**config.mk**
```make
export PLATFORM = sky130hd
export DESIGN_NAME = riscv_axi_lite_master_flat
export DESIGN_NICKNAME = d
export VERILOG_FILES = /design/src/rtl/riscv_axi_lite_master_if.sv /design/src/rtl/riscv_axi_lite_master.sv /design/src/flat_wrapper.sv
export SDC_FILE = /design/constraint.sdc
export NUM_CORES = 1
export LEC_CHECK = 0
export CORE_ASPECT_RATIO = 1.25
export CORE_MARGIN = 2
export CORE_UTILIZATION = 39
export CTS_BUF_LIST = sky130_fd_sc_hd__clkbuf_8
export DETAILED_ROUTE_END_ITERATION = 10
export HOLD_SLACK_MARGIN = 0.08
export PLACE_DENSITY = 0.79
export SLEW_MARGIN = 10
export SYNTH_ARGS = -nofsm -noshare
export SYNTH_HDL_FRONTEND = slang
export SYNTH_SLANG_ARGS = --single-unit
```
**constraint.sdc**
```tcl
create_clock -name riscv_cpu_clk -period 2.7 [get_ports riscv_cpu_clk]
set_clock_uncertainty 0.2 [all_clocks]
set_input_delay 0.675 -clock riscv_cpu_clk [delete_from_list [all_inputs] [get_ports riscv_cpu_clk]]
set_output_delay 0.675 -clock riscv_cpu_clk [all_outputs]
set_load 0.05 [all_outputs]
```
**src/rtl/riscv_axi_lite_master_if.sv**
```systemverilog
// AXI4-Lite master port bundle for the core's external bus.
interface riscv_axi_lite_master_if #(
  parameter int ADDR_WIDTH = 14
);
  logic [ADDR_WIDTH-1:0] araddr;
  logic                  arvalid;
  logic                  arready;
  logic [31:0]           rdata;
  logic [1:0]            rresp;
  logic                  rvalid;
  logic                  rready;
  logic [ADDR_WIDTH-1:0] awaddr;
  logic                  awvalid;
  logic                  awready;
  logic [31:0]           wdata;
  logic [3:0]            wstrb;
  logic                  wvalid;
  logic                  wready;
  logic [1:0]            bresp;
  logic                  bvalid;
  logic                  bready;

  modport master (
    output araddr, arvalid,
    input  arready,
    input  rdata, rresp, rvalid,
    output rready,
    output awaddr, awvalid,
    input  awready,
    output wdata, wstrb, wvalid,
    input  wready,
    input  bresp, bvalid,
    output bready
  );

  modport slave (
    input  araddr, arvalid,
    output arready,
    output rdata, rresp, rvalid,
    input  rready,
    input  awaddr, awvalid,
    output awready,
    input  wdata, wstrb, wvalid,
    output wready,
    output bresp, bvalid,
    input  bready
  );
endinterface

```
**src/rtl/riscv_axi_lite_master.sv**
```systemverilog
// Single-outstanding AXI4-Lite initiator for core accesses
// outside local memory, with a transaction watchdog.
module riscv_axi_lite_master #(
  parameter int ADDR_WIDTH     = 14,
  parameter int TIMEOUT_CYCLES = 1024
) (
  input  logic        riscv_cpu_clk,
  input  logic        riscv_cpu_reset,
  input  logic        cpu_req_valid,
  output logic        cpu_req_ready,
  input  logic        cpu_req_wr,
  input  logic [31:0] cpu_req_addr,
  input  logic [31:0] cpu_req_wdata,
  input  logic [3:0]  cpu_req_wstrb,
  output logic        cpu_resp_valid,
  output logic [31:0] cpu_resp_rdata,
  output logic        cpu_resp_err,
  riscv_axi_lite_master_if.master m_axi
);

  typedef enum logic [2:0] {
    S_IDLE,
    S_RD_ADDR,
    S_RD_DATA,
    S_WR_REQ,
    S_WR_RESP,
    S_RESP
  } state_t;

  state_t                state;
  logic [15:0]           wd_cnt;
  logic [16:0]           wd_nxt;
  logic                  wd_fire;
  logic                  aw_done;
  logic                  w_done;
  logic                  aw_now;
  logic                  w_now;
  logic                  busy;
  logic                  step;
  logic                  is_rd;
  logic [ADDR_WIDTH-1:0] req_addr;
  logic                  unused_addr;

  assign req_addr    = {cpu_req_addr[ADDR_WIDTH-1:2], 2'b00};
  assign unused_addr = ^{cpu_req_addr[31:ADDR_WIDTH],
                         cpu_req_addr[1:0]};
  assign wd_nxt      = {1'b0, wd_cnt} + 17'd1;
  assign wd_fire     = (TIMEOUT_CYCLES != 0) &&
                       (wd_nxt == 17'(TIMEOUT_CYCLES));
  assign aw_now      = aw_done | (m_axi.awvalid & m_axi.awready);
  assign w_now       = w_done  | (m_axi.wvalid  & m_axi.wready);
  assign is_rd       = (state == S_RD_ADDR) || (state == S_RD_DATA);

  // step marks a cycle where the current phase completes
  always_comb begin
    busy = 1'b0;
    step = 1'b0;
    unique case (state)
      S_RD_ADDR: begin busy = 1'b1; step = m_axi.arready; end
      S_RD_DATA: begin busy = 1'b1; step = m_axi.rvalid;  end
      S_WR_REQ:  begin busy = 1'b1; step = aw_now & w_now; end
      S_WR_RESP: begin busy = 1'b1; step = m_axi.bvalid;  end
      default:   begin busy = 1'b0; step = 1'b0;          end
    endcase
  end

  always_ff @(posedge riscv_cpu_clk) begin
    if (riscv_cpu_reset) begin
      state          <= S_IDLE;
      cpu_req_ready  <= 1'b1;
      cpu_resp_valid <= 1'b0;
      cpu_resp_rdata <= '0;
      cpu_resp_err   <= 1'b0;
      m_axi.araddr   <= '0;
      m_axi.arvalid  <= 1'b0;
      m_axi.rready   <= 1'b0;
      m_axi.awaddr   <= '0;
      m_axi.awvalid  <= 1'b0;
      m_axi.wdata    <= '0;
      m_axi.wstrb    <= '0;
      m_axi.wvalid   <= 1'b0;
      m_axi.bready   <= 1'b0;
      wd_cnt         <= '0;
      aw_done        <= 1'b0;
      w_done         <= 1'b0;
    end else begin
      cpu_resp_valid <= 1'b0;
      if (busy) wd_cnt <= wd_nxt[15:0];
      unique case (state)
        S_IDLE: begin
          if (cpu_req_valid) begin
            cpu_req_ready <= 1'b0;
            wd_cnt        <= '0;
            m_axi.araddr  <= req_addr;
            m_axi.awaddr  <= req_addr;
            m_axi.wdata   <= cpu_req_wdata;
            m_axi.wstrb   <= cpu_req_wstrb;
            aw_done       <= 1'b0;
            w_done        <= 1'b0;
            if (cpu_req_wr) begin
              m_axi.awvalid <= 1'b1;
              m_axi.wvalid  <= 1'b1;
              state         <= S_WR_REQ;
            end else begin
              m_axi.arvalid <= 1'b1;
              state         <= S_RD_ADDR;
            end
          end
        end
        S_RD_ADDR: begin
          if (m_axi.arready) begin
            m_axi.arvalid <= 1'b0;
            m_axi.rready  <= 1'b1;
            state         <= S_RD_DATA;
          end
        end
        S_RD_DATA: begin
          if (m_axi.rvalid) begin
            m_axi.rready   <= 1'b0;
            cpu_resp_rdata <= m_axi.rdata;
            cpu_resp_err   <= |m_axi.rresp;
            cpu_resp_valid <= 1'b1;
            state          <= S_RESP;
          end
        end
        S_WR_REQ: begin
          if (m_axi.awvalid & m_axi.awready) begin
            m_axi.awvalid <= 1'b0;
            aw_done       <= 1'b1;
          end
          if (m_axi.wvalid & m_axi.wready) begin
            m_axi.wvalid <= 1'b0;
            w_done       <= 1'b1;
          end
          if (aw_now & w_now) begin
            m_axi.bready <= 1'b1;
            state        <= S_WR_RESP;
          end
        end
        S_WR_RESP: begin
          if (m_axi.bvalid) begin
            m_axi.bready   <= 1'b0;
            cpu_resp_rdata <= '0;
            cpu_resp_err   <= |m_axi.bresp;
            cpu_resp_valid <= 1'b1;
            state          <= S_RESP;
          end
        end
        S_RESP: begin
          cpu_req_ready <= 1'b1;
          state         <= S_IDLE;
        end
        default: state <= S_IDLE;
      endcase
      // A completing handshake on the limit cycle beats the watchdog
      if (busy && !step && wd_fire) begin
        m_axi.arvalid  <= 1'b0;
        m_axi.rready   <= 1'b0;
        m_axi.awvalid  <= 1'b0;
        m_axi.wvalid   <= 1'b0;
        m_axi.bready   <= 1'b0;
        cpu_resp_rdata <= is_rd ? 32'hFFFF_FFFF : 32'h0;
        cpu_resp_err   <= 1'b1;
        cpu_resp_valid <= 1'b1;
        state          <= S_RESP;
      end
    end
  end

endmodule

```
**src/flat_wrapper.sv**
```systemverilog
// flat-port wrapper written by rule: the top's interface ports become plain ports
module riscv_axi_lite_master_flat 
#(
  parameter int ADDR_WIDTH     = 14,
  parameter int TIMEOUT_CYCLES = 1024
)
  (riscv_cpu_clk, riscv_cpu_reset, cpu_req_valid, cpu_req_ready, cpu_req_wr, cpu_req_addr, cpu_req_wdata, cpu_req_wstrb, cpu_resp_valid, cpu_resp_rdata, cpu_resp_err, m_axi_araddr, m_axi_arvalid, m_axi_arready, m_axi_rdata, m_axi_rresp, m_axi_rvalid, m_axi_rready, m_axi_awaddr, m_axi_awvalid, m_axi_awready, m_axi_wdata, m_axi_wstrb, m_axi_wvalid, m_axi_wready, m_axi_bresp, m_axi_bvalid, m_axi_bready);
  riscv_axi_lite_master_if #(.ADDR_WIDTH(ADDR_WIDTH)) m_axi_i ();
  input  logic riscv_cpu_clk;
  input  logic riscv_cpu_reset;
  input  logic cpu_req_valid;
  output logic cpu_req_ready;
  input  logic cpu_req_wr;
  input  logic [31:0] cpu_req_addr;
  input  logic [31:0] cpu_req_wdata;
  input  logic [3:0] cpu_req_wstrb;
  output logic cpu_resp_valid;
  output logic [31:0] cpu_resp_rdata;
  output logic cpu_resp_err;
  output wire logic [$bits(m_axi_i.araddr)-1:0] m_axi_araddr;
  output wire logic [$bits(m_axi_i.arvalid)-1:0] m_axi_arvalid;
  input wire logic [$bits(m_axi_i.arready)-1:0] m_axi_arready;
  input wire logic [$bits(m_axi_i.rdata)-1:0] m_axi_rdata;
  input wire logic [$bits(m_axi_i.rresp)-1:0] m_axi_rresp;
  input wire logic [$bits(m_axi_i.rvalid)-1:0] m_axi_rvalid;
  output wire logic [$bits(m_axi_i.rready)-1:0] m_axi_rready;
  output wire logic [$bits(m_axi_i.awaddr)-1:0] m_axi_awaddr;
  output wire logic [$bits(m_axi_i.awvalid)-1:0] m_axi_awvalid;
  input wire logic [$bits(m_axi_i.awready)-1:0] m_axi_awready;
  output wire logic [$bits(m_axi_i.wdata)-1:0] m_axi_wdata;
  output wire logic [$bits(m_axi_i.wstrb)-1:0] m_axi_wstrb;
  output wire logic [$bits(m_axi_i.wvalid)-1:0] m_axi_wvalid;
  input wire logic [$bits(m_axi_i.wready)-1:0] m_axi_wready;
  input wire logic [$bits(m_axi_i.bresp)-1:0] m_axi_bresp;
  input wire logic [$bits(m_axi_i.bvalid)-1:0] m_axi_bvalid;
  output wire logic [$bits(m_axi_i.bready)-1:0] m_axi_bready;
  assign m_axi_araddr = m_axi_i.araddr;
  assign m_axi_arvalid = m_axi_i.arvalid;
  assign m_axi_i.arready = m_axi_arready;
  assign m_axi_i.rdata = m_axi_rdata;
  assign m_axi_i.rresp = m_axi_rresp;
  assign m_axi_i.rvalid = m_axi_rvalid;
  assign m_axi_rready = m_axi_i.rready;
  assign m_axi_awaddr = m_axi_i.awaddr;
  assign m_axi_awvalid = m_axi_i.awvalid;
  assign m_axi_i.awready = m_axi_awready;
  assign m_axi_wdata = m_axi_i.wdata;
  assign m_axi_wstrb = m_axi_i.wstrb;
  assign m_axi_wvalid = m_axi_i.wvalid;
  assign m_axi_i.wready = m_axi_wready;
  assign m_axi_i.bresp = m_axi_bresp;
  assign m_axi_i.bvalid = m_axi_bvalid;
  assign m_axi_bready = m_axi_i.bready;
  riscv_axi_lite_master #(.ADDR_WIDTH(ADDR_WIDTH), .TIMEOUT_CYCLES(TIMEOUT_CYCLES)) u_core (.riscv_cpu_clk(riscv_cpu_clk), .riscv_cpu_reset(riscv_cpu_reset), .cpu_req_valid(cpu_req_valid), .cpu_req_ready(cpu_req_ready), .cpu_req_wr(cpu_req_wr), .cpu_req_addr(cpu_req_addr), .cpu_req_wdata(cpu_req_wdata), .cpu_req_wstrb(cpu_req_wstrb), .cpu_resp_valid(cpu_resp_valid), .cpu_resp_rdata(cpu_resp_rdata), .cpu_resp_err(cpu_resp_err), .m_axi(m_axi_i));
endmodule
```
After elaboration in Yosys (flattened, before gate mapping):

Cells that the tools add are included.

* logic and storage cells: 118
* register bits after elaboration: 109

* bitwise operators: 5
* equal/unequal tests: 20
* add/subtract/negate cells: 1
* reduce and logical (&&, ||, !) cells: 27
* mux-type cells: 48

Operator list (count)
* $mux 32: 4
* $pmux 32 s2: 1
* $mux 16: 3
* $mux 1: 21
* $pmux 1 s2: 10
* $mux 3: 6
* $add 16x1->17 const B: 1
* $eq 17x11->1 const B: 1
* $pmux 3 s5: 1
* $reduce_and 3->1: 5
* $ne 2x2->1 const B: 6
* $reduce_and 4->1: 3
* $reduce_and 5->1: 2
* $reduce_bool 2->1: 5
* $eq 3x2->1 const B: 2
* $eq 3x3->1 const B: 2
* $ne 2x1->1 const B: 3
* $ne 3x2->1 const B: 2
* $ne 3x3->1 const B: 2
* $reduce_or 2->1: 3
* $pmux 1 s4: 1
* $reduce_and 2->1: 2
* $reduce_or 4->1: 1
* $and 1x1->1: 3
* other kinds (9): 11

Depth between registers and ports, before layout:

* depth after elaboration: 9
* gate-level depth with buffers: 9
* depth with buffers taken out: 7

Least setup slack after synthesis:

Ideal clock, no wire load.

* path kind: input to register
* start point: input m_axi_wready
* end point: register u_core.cpu_resp_err
* stages: 8
* path buffers: 2
* data required time: 2.432 ns
* path slack: -0.082 ns
* data arrival time: 2.515 ns
* cells stage by stage: a21oi_1 > nor2_1 > a21o_1 > or4_4 > or4_1 > buf_2 > buf_6 > a21oi_2

* cells in the longest elaborated chain, start to end: 9
* elaborated cells between the ends (all ways): 12

Ends and longest elaborated chain
* from (decl): line flat_wrapper.sv:33 `input wire logic [$bits(m_axi_i.wready)-1:0] m_axi_wready;`
* $and 1x1->1 *: line riscv_axi_lite_master.sv:51 `assign w_now = w_done | (m_axi.wvalid & m_axi.wready);`
* $or 1x1->1 *: line riscv_axi_lite_master.sv:51
* $and 1x1->1 *: line riscv_axi_lite_master.sv:61 `S_WR_REQ: begin busy = 1'b1; step = aw_now & w_now; end`
* $pmux 1 s4 *: line riscv_axi_lite_master.sv:58 `unique case (state)`
* $logic_not 1->1 *: line riscv_axi_lite_master.sv:156 `if (busy && !step && wd_fire) begin`
* $logic_and 1x1->1 * (2 in a row): line riscv_axi_lite_master.sv:156
* $ne 3x2->1 (no source line), or another cell as far along
* $reduce_and 3->1 (no source line)
* to (signal assigned): line riscv_axi_lite_master.sv:121 `cpu_resp_err <= |m_axi.rresp;`
* to (signal assigned): line riscv_axi_lite_master.sv:144 `cpu_resp_err <= |m_axi.bresp;`
* to (decl): line riscv_axi_lite_master.sv:17 `output logic cpu_resp_err,`

Mark *: on every way between the ends. The rest lies on a longest branch, timed or not.
A chain may end at the register's enable or synchronous reset.

Worst setup path in the final report:

* start point: input m_axi_arready
* end point: register u_core.cpu_resp_err

* cells in the longest elaborated chain, start to end: 6
* elaborated cells between the ends (all ways): 9

Ends and longest elaborated chain
* from (decl): line flat_wrapper.sv:22 `input wire logic [$bits(m_axi_i.arready)-1:0] m_axi_arready;`
* $pmux 1 s4 *: line riscv_axi_lite_master.sv:58
* $logic_not 1->1 *: line riscv_axi_lite_master.sv:156
* $logic_and 1x1->1 * (2 in a row): line riscv_axi_lite_master.sv:156
* $ne 3x2->1 (no source line), or another cell as far along
* $reduce_and 3->1 (no source line)

Marks and branches as above.

==> impl_metrics.yaml <==
run_status:
  outcome: "finished clean"
synth:
  ys.warnings.count: 0
  ys_ff_latch: 109
  synth_ff_type: "dfxtp_1"
  synth-edff-count: 0
  async_flop_share: 0
  synth_cells: 619
  syn-cell-area_um2: 4870
  ys_types: 53
  yosysSeqAreaShare: 0.448
  synth.avg_cell_area_um2: 7.87
finish:
  drive_gt1_frac: 0.147
  final_common_cell: "clkdlybuf4s50_1"
  postLayoutCoreUtil: 0.619
  area_growth_pct: 54.6
  multiInputGateArea_um2: 2470
  fin_nets: 924
  mostFrequentLayoutCells: "clkdlybuf4s50_1, nand2_1, dfxtp_1, a21oi_1, o21ai_0"
  fill_cells: 1034
  final_cell_count_no_fill: 980
  regArea_um2: 2200
sta:
  fmax_ghz: 0.372
  fin_crit_ns: 2.69
  hold_viol: 0
  slew_violations: 0
  post-route-period-util: 0.995
  finalWorstSetupSlack_ns: 0.0140
  rsz0062_at_grt: "true"
  slew_headroom: 0.614
  finalSetupViolCount: 0
  worst_pin_slew_ns: 0.577
routing:
  vias: 4858
  final_antenna_net_count: 0
  wl_per_cell_um: 14.9
  first_pass_iters: 4
  route.detailed.drc: 0
  first_iter_violations: 213
  drt_wl_total_um: 14600
  vias_per_cell: 4.96
pwr:
  switching_share: 0.456
  p_int_mw: 3.44
  ir_drop_mv: 0.389
  power_switching_mw: 2.88
  seq_power_share: 0.336
  power_leakage_nw: 2.78
  clkPwrFrac: 0.147
  power_mw: 6.32
  pwr_density_cell_nw_per_um2: 839
  pwr-share-comb: 0.516
grt:
  grt_start_max_net_pins: 44
  antenna_found_initial: 1
  overflow: 0
  track_usage: 0.210
  grt_pass1_wl_um: 23100
  grt_pass1_vias: 4830
clock_tree:
  clk_latency_ns: 0.35
  tritoncts: "built"
  numCtsBuffers: 9
  clk_pin_slew_ns: 0.10
  cts-root-buf: "clkbuf_8"
  cts_sinks: 109
  ctsLongestPathBuffers: 2
  holdBufCountCts: 0
  htreeDepth: 3
worst_setup_path:
  crit_type: "in2reg"
  crit_path_cell_trace: "dlygate4sd2_1 > nand2b_1 > a21oi_1 > o22a_1 > or4_4 > or4_4 > buf_12 > buf_16 > a21oi_2"
  cp-end-kind: "register"
  critPathRequiredTime_ns: 2.79
  slowest_stage: "or4_4"
  arrival_ns: 2.78
  crit_top_cell: "or4_4"
  cp_slowest_stage_delay_ns: 0.56
  start_kind: "input port"
  crit_fanout: 4
run:
  maxCapViolCount: 0
floorplanning:
  die_area_um2: 13400
  row_count: 45
  initial_utilization: 0.401
  die_h_um: 129
  num_io_pins: 217
  fp.dieW_um: 104
  core_area_um2: 12200
placed_design:
  place.detailed.hpwl_um: 10600
  gp_congestion: 0.799
  port_buffers: 192
  dp_cells: 945
  preCtsSetupSlack_ns: -0.514
min_path:
  hp-class: "reg2reg"
-- area by class of cell --
cell class | count | share of cell area
multi-input combinational | 448 | 0.328
inverter | 3 | 0.00150
antenna | 2 | 0.000664
sequential | 109 | 0.292
timing repair buffer | 238 | 0.326
clock inverter | 6 | 0.00615
clock buffer | 10 | 0.0183
tap | 164 | 0.0272
-- cells by family after synthesis --
family          share of synthesized area
simple gates                        0.231
fa+ha+maj                         0.00514
compound gates                      0.199
mux                               0.00847
flops                               0.448
xor+xnor                           0.0377
buf+inv                            0.0693
other cells                      0.000770
-- power by group through the flow --
stage	clock network (mW)	logic [mW]	registers, mW
detailed placement	0	3.23	2.15
global placement	0	3.18	2.13
finish	0.931	3.26	2.12
global route	1.02	3.47	2.16
floorplan	0	1.21	3.06
CTS	0.956	3.25	2.12
-- timing repair --
action                                  in CTS  in global routing
buffers inserted                             7                  6
pin swaps                                   10                 10
endpoints found under the setup margin      34                 35
gates resized for setup                     23                 13
cloned                                       4                  0
-- sequential cells by signal, summed over array words and instances, names as in the netlist --
signal                 cells
u_core.aw_done             1
u_core.cpu_req_ready       1
u_core.cpu_resp_err        1
u_core.cpu_resp_rdata     32
u_core.cpu_resp_valid      1
u_core.m_axi.araddr       12
u_core.m_axi.arvalid       1
u_core.m_axi.awvalid       1
u_core.m_axi.bready        1
u_core.m_axi.rready        1
u_core.m_axi.wdata        32
u_core.m_axi.wstrb         4
u_core.m_axi.wvalid        1
u_core.state               3
u_core.w_done              1
u_core.wd_cnt             16
-- cell usage after synthesis (all sizes together), types with 5 or more instances --
library cell,count,area (µm²)
xor2,10,87.6
xnor2,11,96.3
buf,32,214
a21oi,93,578
clkbuf,30,113
nand2,181,679
nor3,6,30.0
nand2b,6,37.5
o21ai,40,200
nor4,5,46.3
nand3,7,35.0
or3,5,31.3
nand4,7,43.8
dfxtp,109,2180
nor2,28,105
-- per-stage QoR --
| stage | area [µm²] | hold WS, ns | TNS (ns) |
|---|---|---|---|
| 6_report | 7530 | 0.258 | 0 |
| 3_5_place_dp | 7030 | 0.249 | -18.72 |
| 3_3_place_gp | 7030 | 0.241 | -17.26 |
| 4_1_cts | 7440 | 0.262 | -1.03 |
| 5_1_grt | 7530 | 0.285 | -0.635 |
| 2_1_floorplan | 4910 | 0.275 | 0 |
-- worst max-delay path, delay by kind of cell --
kind            cells  cell delay [ns]
simple gates        3             1.15
compound gates      3             0.39
buf+inv             3             0.56
-- routing by layer --
layer / routed length, µm / track usage / vias to the layer above / part of all wire
met2: 7750 / 0.389 / 130 / 0.53
met4: 447 / 0.0922 / 0 / 0.031
met1: 5830 / 0.234 / 2262 / 0.40
met5: 0 / 0 / - / 0
met3: 560 / 0.0426 / 28 / 0.038
li1: - / - / 2438 / -
-- path summary, 6_finish.rpt --
| check | slack, ns | depth (start not counted) | endpoint | from |
|---|---|---|---|---|
| max | 0.01 | 9 | u_core.cpu_resp_err$_SDFFE_PP0P_ | m_axi_arready |
| max reg2reg | 0.06 | 8 | u_core.cpu_resp_err$_SDFFE_PP0P_ | u_core.wd_cnt[1]$_SDFF_PP0_ |
| min | 0.26 | 2 | u_core.m_axi.wdata[1]$_SDFFE_PP0P_ | u_core.m_axi.wdata[1]$_SDFFE_PP0P_ |
| min reg2reg | 0.26 | 2 | u_core.m_axi.wdata[1]$_SDFFE_PP0P_ | u_core.m_axi.wdata[1]$_SDFFE_PP0P_ |
Note: power is estimated with default switching activity, not from simulation.
==> patch: new RTL, same flow settings <==
`ADDR_WIDTH` is set to 14 in 3 places; all go to 13.
--- a/src/rtl/riscv_axi_lite_master_if.sv
+++ b/src/rtl/riscv_axi_lite_master_if.sv
@@ -2,3 +2,3 @@
 interface riscv_axi_lite_master_if #(
-  parameter int ADDR_WIDTH = 14
+  parameter int ADDR_WIDTH = 13
 );
--- a/src/rtl/riscv_axi_lite_master.sv
+++ b/src/rtl/riscv_axi_lite_master.sv
@@ -3,3 +3,3 @@
 module riscv_axi_lite_master #(
-  parameter int ADDR_WIDTH     = 14,
+  parameter int ADDR_WIDTH     = 13,
   parameter int TIMEOUT_CYCLES = 1024
--- a/src/flat_wrapper.sv
+++ b/src/flat_wrapper.sv
@@ -3,3 +3,3 @@
 #(
-  parameter int ADDR_WIDTH     = 14,
+  parameter int ADDR_WIDTH     = 13,
   parameter int TIMEOUT_CYCLES = 1024
Ports: changed (resized m_axi_araddr and m_axi_awaddr); port bits go from 217 to 215. The function was not compared with the original's and may differ.
==> patch against the unedited design <==
- synthesized cell count fell by 5.5%
- area after synthesis fell by 4.2%
- wire length fell by 7.2%
- maximum frequency rose by 4.0%
- sequential cell count fell by 1
- core utilization fell by 2.4 points
- first-iteration DRC count fell by 0.47%
- design area fell by 7.7%
- total power fell by 9.6%
- critical path depth fell by 1
- worst setup slack improved by 0.10 ns
- via count fell by 2.6%
- die area fell by 4.1%
- largest cell class unchanged
==> patch: results (changes against the unedited design) <==
INFO  metric outcome = finished, final reports clean (unchanged)
INFO  metric cp_slowest_cell = or3_4 (was or4_4)
INFO  metric number_of_iterations_in_the_first_detailed_routing_pass = 4 (unchanged)
INFO  metric final_net_count = 872 (was 924)
INFO  metric m1WireLength = 5.202 mm (was 5.834 mm)
INFO  metric filler_cell_count = 1040 (was 1034)
INFO  metric gpl.final_weighted_congestion = 0.8708 (was 0.7990)
INFO  metric first_global_vias = 4594 (was 4830)
INFO  metric drive_gt1_share = 7.349% (was 14.74%)
INFO  metric regToRegStartpoint = u_core.wd_cnt[0] (was u_core.wd_cnt[1])
INFO  metric ys_seq_area_share = 46.34% (was 44.79%)
INFO  metric globalRouteTotalUtil = 20.63% (was 21.03%)
INFO  metric holdWs = 0.2587 ns (was 0.2578 ns)
INFO  metric hold_start = u_core.m_axi.wdata[25] (was u_core.m_axi.wdata[1])
INFO  metric drt-initial-drc-count = 212 (was 213)
INFO  metric numPlacedInstances = 905 (was 945)
INFO  metric n_antenna_cell = 0 (was 2)
INFO  metric timing.critical_path.fanout_max = 8 (was 4)
INFO  metric wl_per_cell = 14.67 microns (was 14.89 microns)
INFO  metric routed-wl-met2 = 6.941 mm (was 7.747 mm)
INFO  metric ys_top_cells_by_area = dfxtp_1 (46%), a21oi_1 (14%), nand2_1 (8.8%) (was dfxtp_1 (45%), nand2_1 (14%), a21oi_1 (6.5%))
INFO  metric place.port_buffers = 189 (was 192)
INFO  metric synth.cells.most_frequent = a21oi_1 (132), nand2_1 (110), dfxtp_1 (108), and3_1 (37), clkbuf_1 (35) (was nand2_1 (181), dfxtp_1 (109), a21oi_1 (63), o21ai_0 (40))
INFO  metric grt_antenna_before_repair = 0 (was 1)
INFO  metric wirelength = 13.54 mm (was 14.59 mm)
INFO  metric max-vdd-ir-drop = 0.3957 mV (was 0.3889 mV)
INFO  metric r2r_setup_slack = 0.12 ns (was 0.06 ns)
INFO  metric clk_pin_slew_worst_paths = between 0.1 and 0.15 ns
INFO  metric p_leak = 2.635 nW (was 2.778 nW)
INFO  metric synthDistinctLibCells = 50 (was 53)
INFO  metric num_vias = 4730 (was 4858)
INFO  metric route.met3.wl = 1.023 mm (was 560 microns)
INFO  metric synthFlopType = dfxtp_1 (unchanged)
INFO  metric worst_r2r_endpoint = u_core.m_axi.arvalid (was u_core.cpu_resp_err)
INFO  metric grt_start_max_net_pins = 50 (was 44)
INFO  metric clkLatencyLatePin = 0.37 ns (was 0.35 ns)
INFO  metric grt_pass1_wl = 21.42 mm (was 23.15 mm)
INFO  metric worst_margin_pin_slew = 0.6279 ns (was 0.5769 ns)
INFO  metric estimated_wirelength_of_the_detail_placed_design = 9.811 mm (was 10.55 mm)
INFO  metric synth_area_per_cell = 7.976 sq um (was 7.871 sq um)
INFO  metric internal_power = 3.221 mW (was 3.437 mW)
INFO  metric min_to = u_core.m_axi.wdata[25] (was u_core.m_axi.wdata[1])
## patch: changes by cell type after synthesis, sizes merged, moves of 3 or more
cell	unedited run	this run
a21oi	93	132
and3	2	37
buf	32	27
clkbuf	30	35
nand2	181	110
nand2b	6	2
nand3	7	11
nor4	5	2
o21ai	40	10
## patch: stage by stage
step / cell area, sq um / total power, mW / worst slack, ns
final: 6949 / 5.708 / 0.1185
after global routing: 6949 / 6.024 / -0.004933
after CTS: 6912 / 5.748 / 0.06277
after detailed placement: 6718 / 4.778 / -0.3299
after global placement: 6718 / 4.721 / -0.2354
after floorplan: 4677 / 3.836 / 0.1704
## patch: how the worst max path moves through the flow
stage                          start                   endpoint  slack, ns  cells past startpoint
floorplan           u_core.wd_cnt[0]  u_core.cpu_resp_rdata[12]       0.17                      8
global placement       m_axi_awready        u_core.m_axi.rready      -0.24                      8
detailed placement     m_axi_awready   u_core.cpu_resp_rdata[1]      -0.33                      9
CTS                 u_core.wd_cnt[0]  u_core.cpu_resp_rdata[20]       0.06                      9
global route        u_core.wd_cnt[0]   u_core.cpu_resp_rdata[3]     -0.005                      9
finish              u_core.wd_cnt[0]       u_core.m_axi.arvalid       0.12                      8
## patch: logic make-up (layout without fill, tap and decap cells)
| group | after synthesis | after routing | synth area share, % |
|---|---|---|---|
| flops | 108 | 108 | 46.34 |
| fa+ha+maj | 2 | 2 | 0.5363 |
| compound gates | 164 | 164 | 19.25 |
| buf+inv | 66 | 240 | 7.294 |
| other cells | 1 | 4 | 0.08037 |
| mux | 3 | 3 | 0.7776 |
| simple gates | 222 | 222 | 22.15 |
| xor+xnor | 19 | 19 | 3.567 |
## patch: final cells by class
cell class | instances | area (sq um) | area share, %
Multi-Input combinational cell | 414 | 2202 | 31.69
Inverter | 4 | 15.01 | 0.2161
Timing Repair Buffer | 220 | 2175 | 31.29
Sequential cell | 108 | 2162 | 31.11
Tap cell | 161 | 201.4 | 2.899
Clock buffer | 10 | 137.6 | 1.981
Clock inverter | 6 | 56.30 | 0.8102
## patch: power by group through the flow
stage / sequential, mW / combinational [mW] / clock, mW
2_1_floorplan: 2.79 / 1.04 / 0
3_3_place_gp: 2.03 / 2.69 / 0
3_5_place_dp: 2.05 / 2.73 / 0
4_1_cts: 2.02 / 2.74 / 0.990
5_1_grt: 2.05 / 2.91 / 1.06
6_report: 2.01 / 2.73 / 0.958
## patch: timing repair
action                                  4_1_cts  5_1_grt
buffers inserted                              0        1
resized for setup                             0        1
endpoints found under the setup margin        0       40
## patch: routing by layer
| layer | global-route usage (%) | up-vias |
|---|---|---|
| met1 | 22.79 | 2200 |
| met5 | 0 | - |
| met3 | 6.612 | 30 |
| met4 | 8.627 | 0 |
| li1 | - | 2336 |
| met2 | 35.95 | 164 |
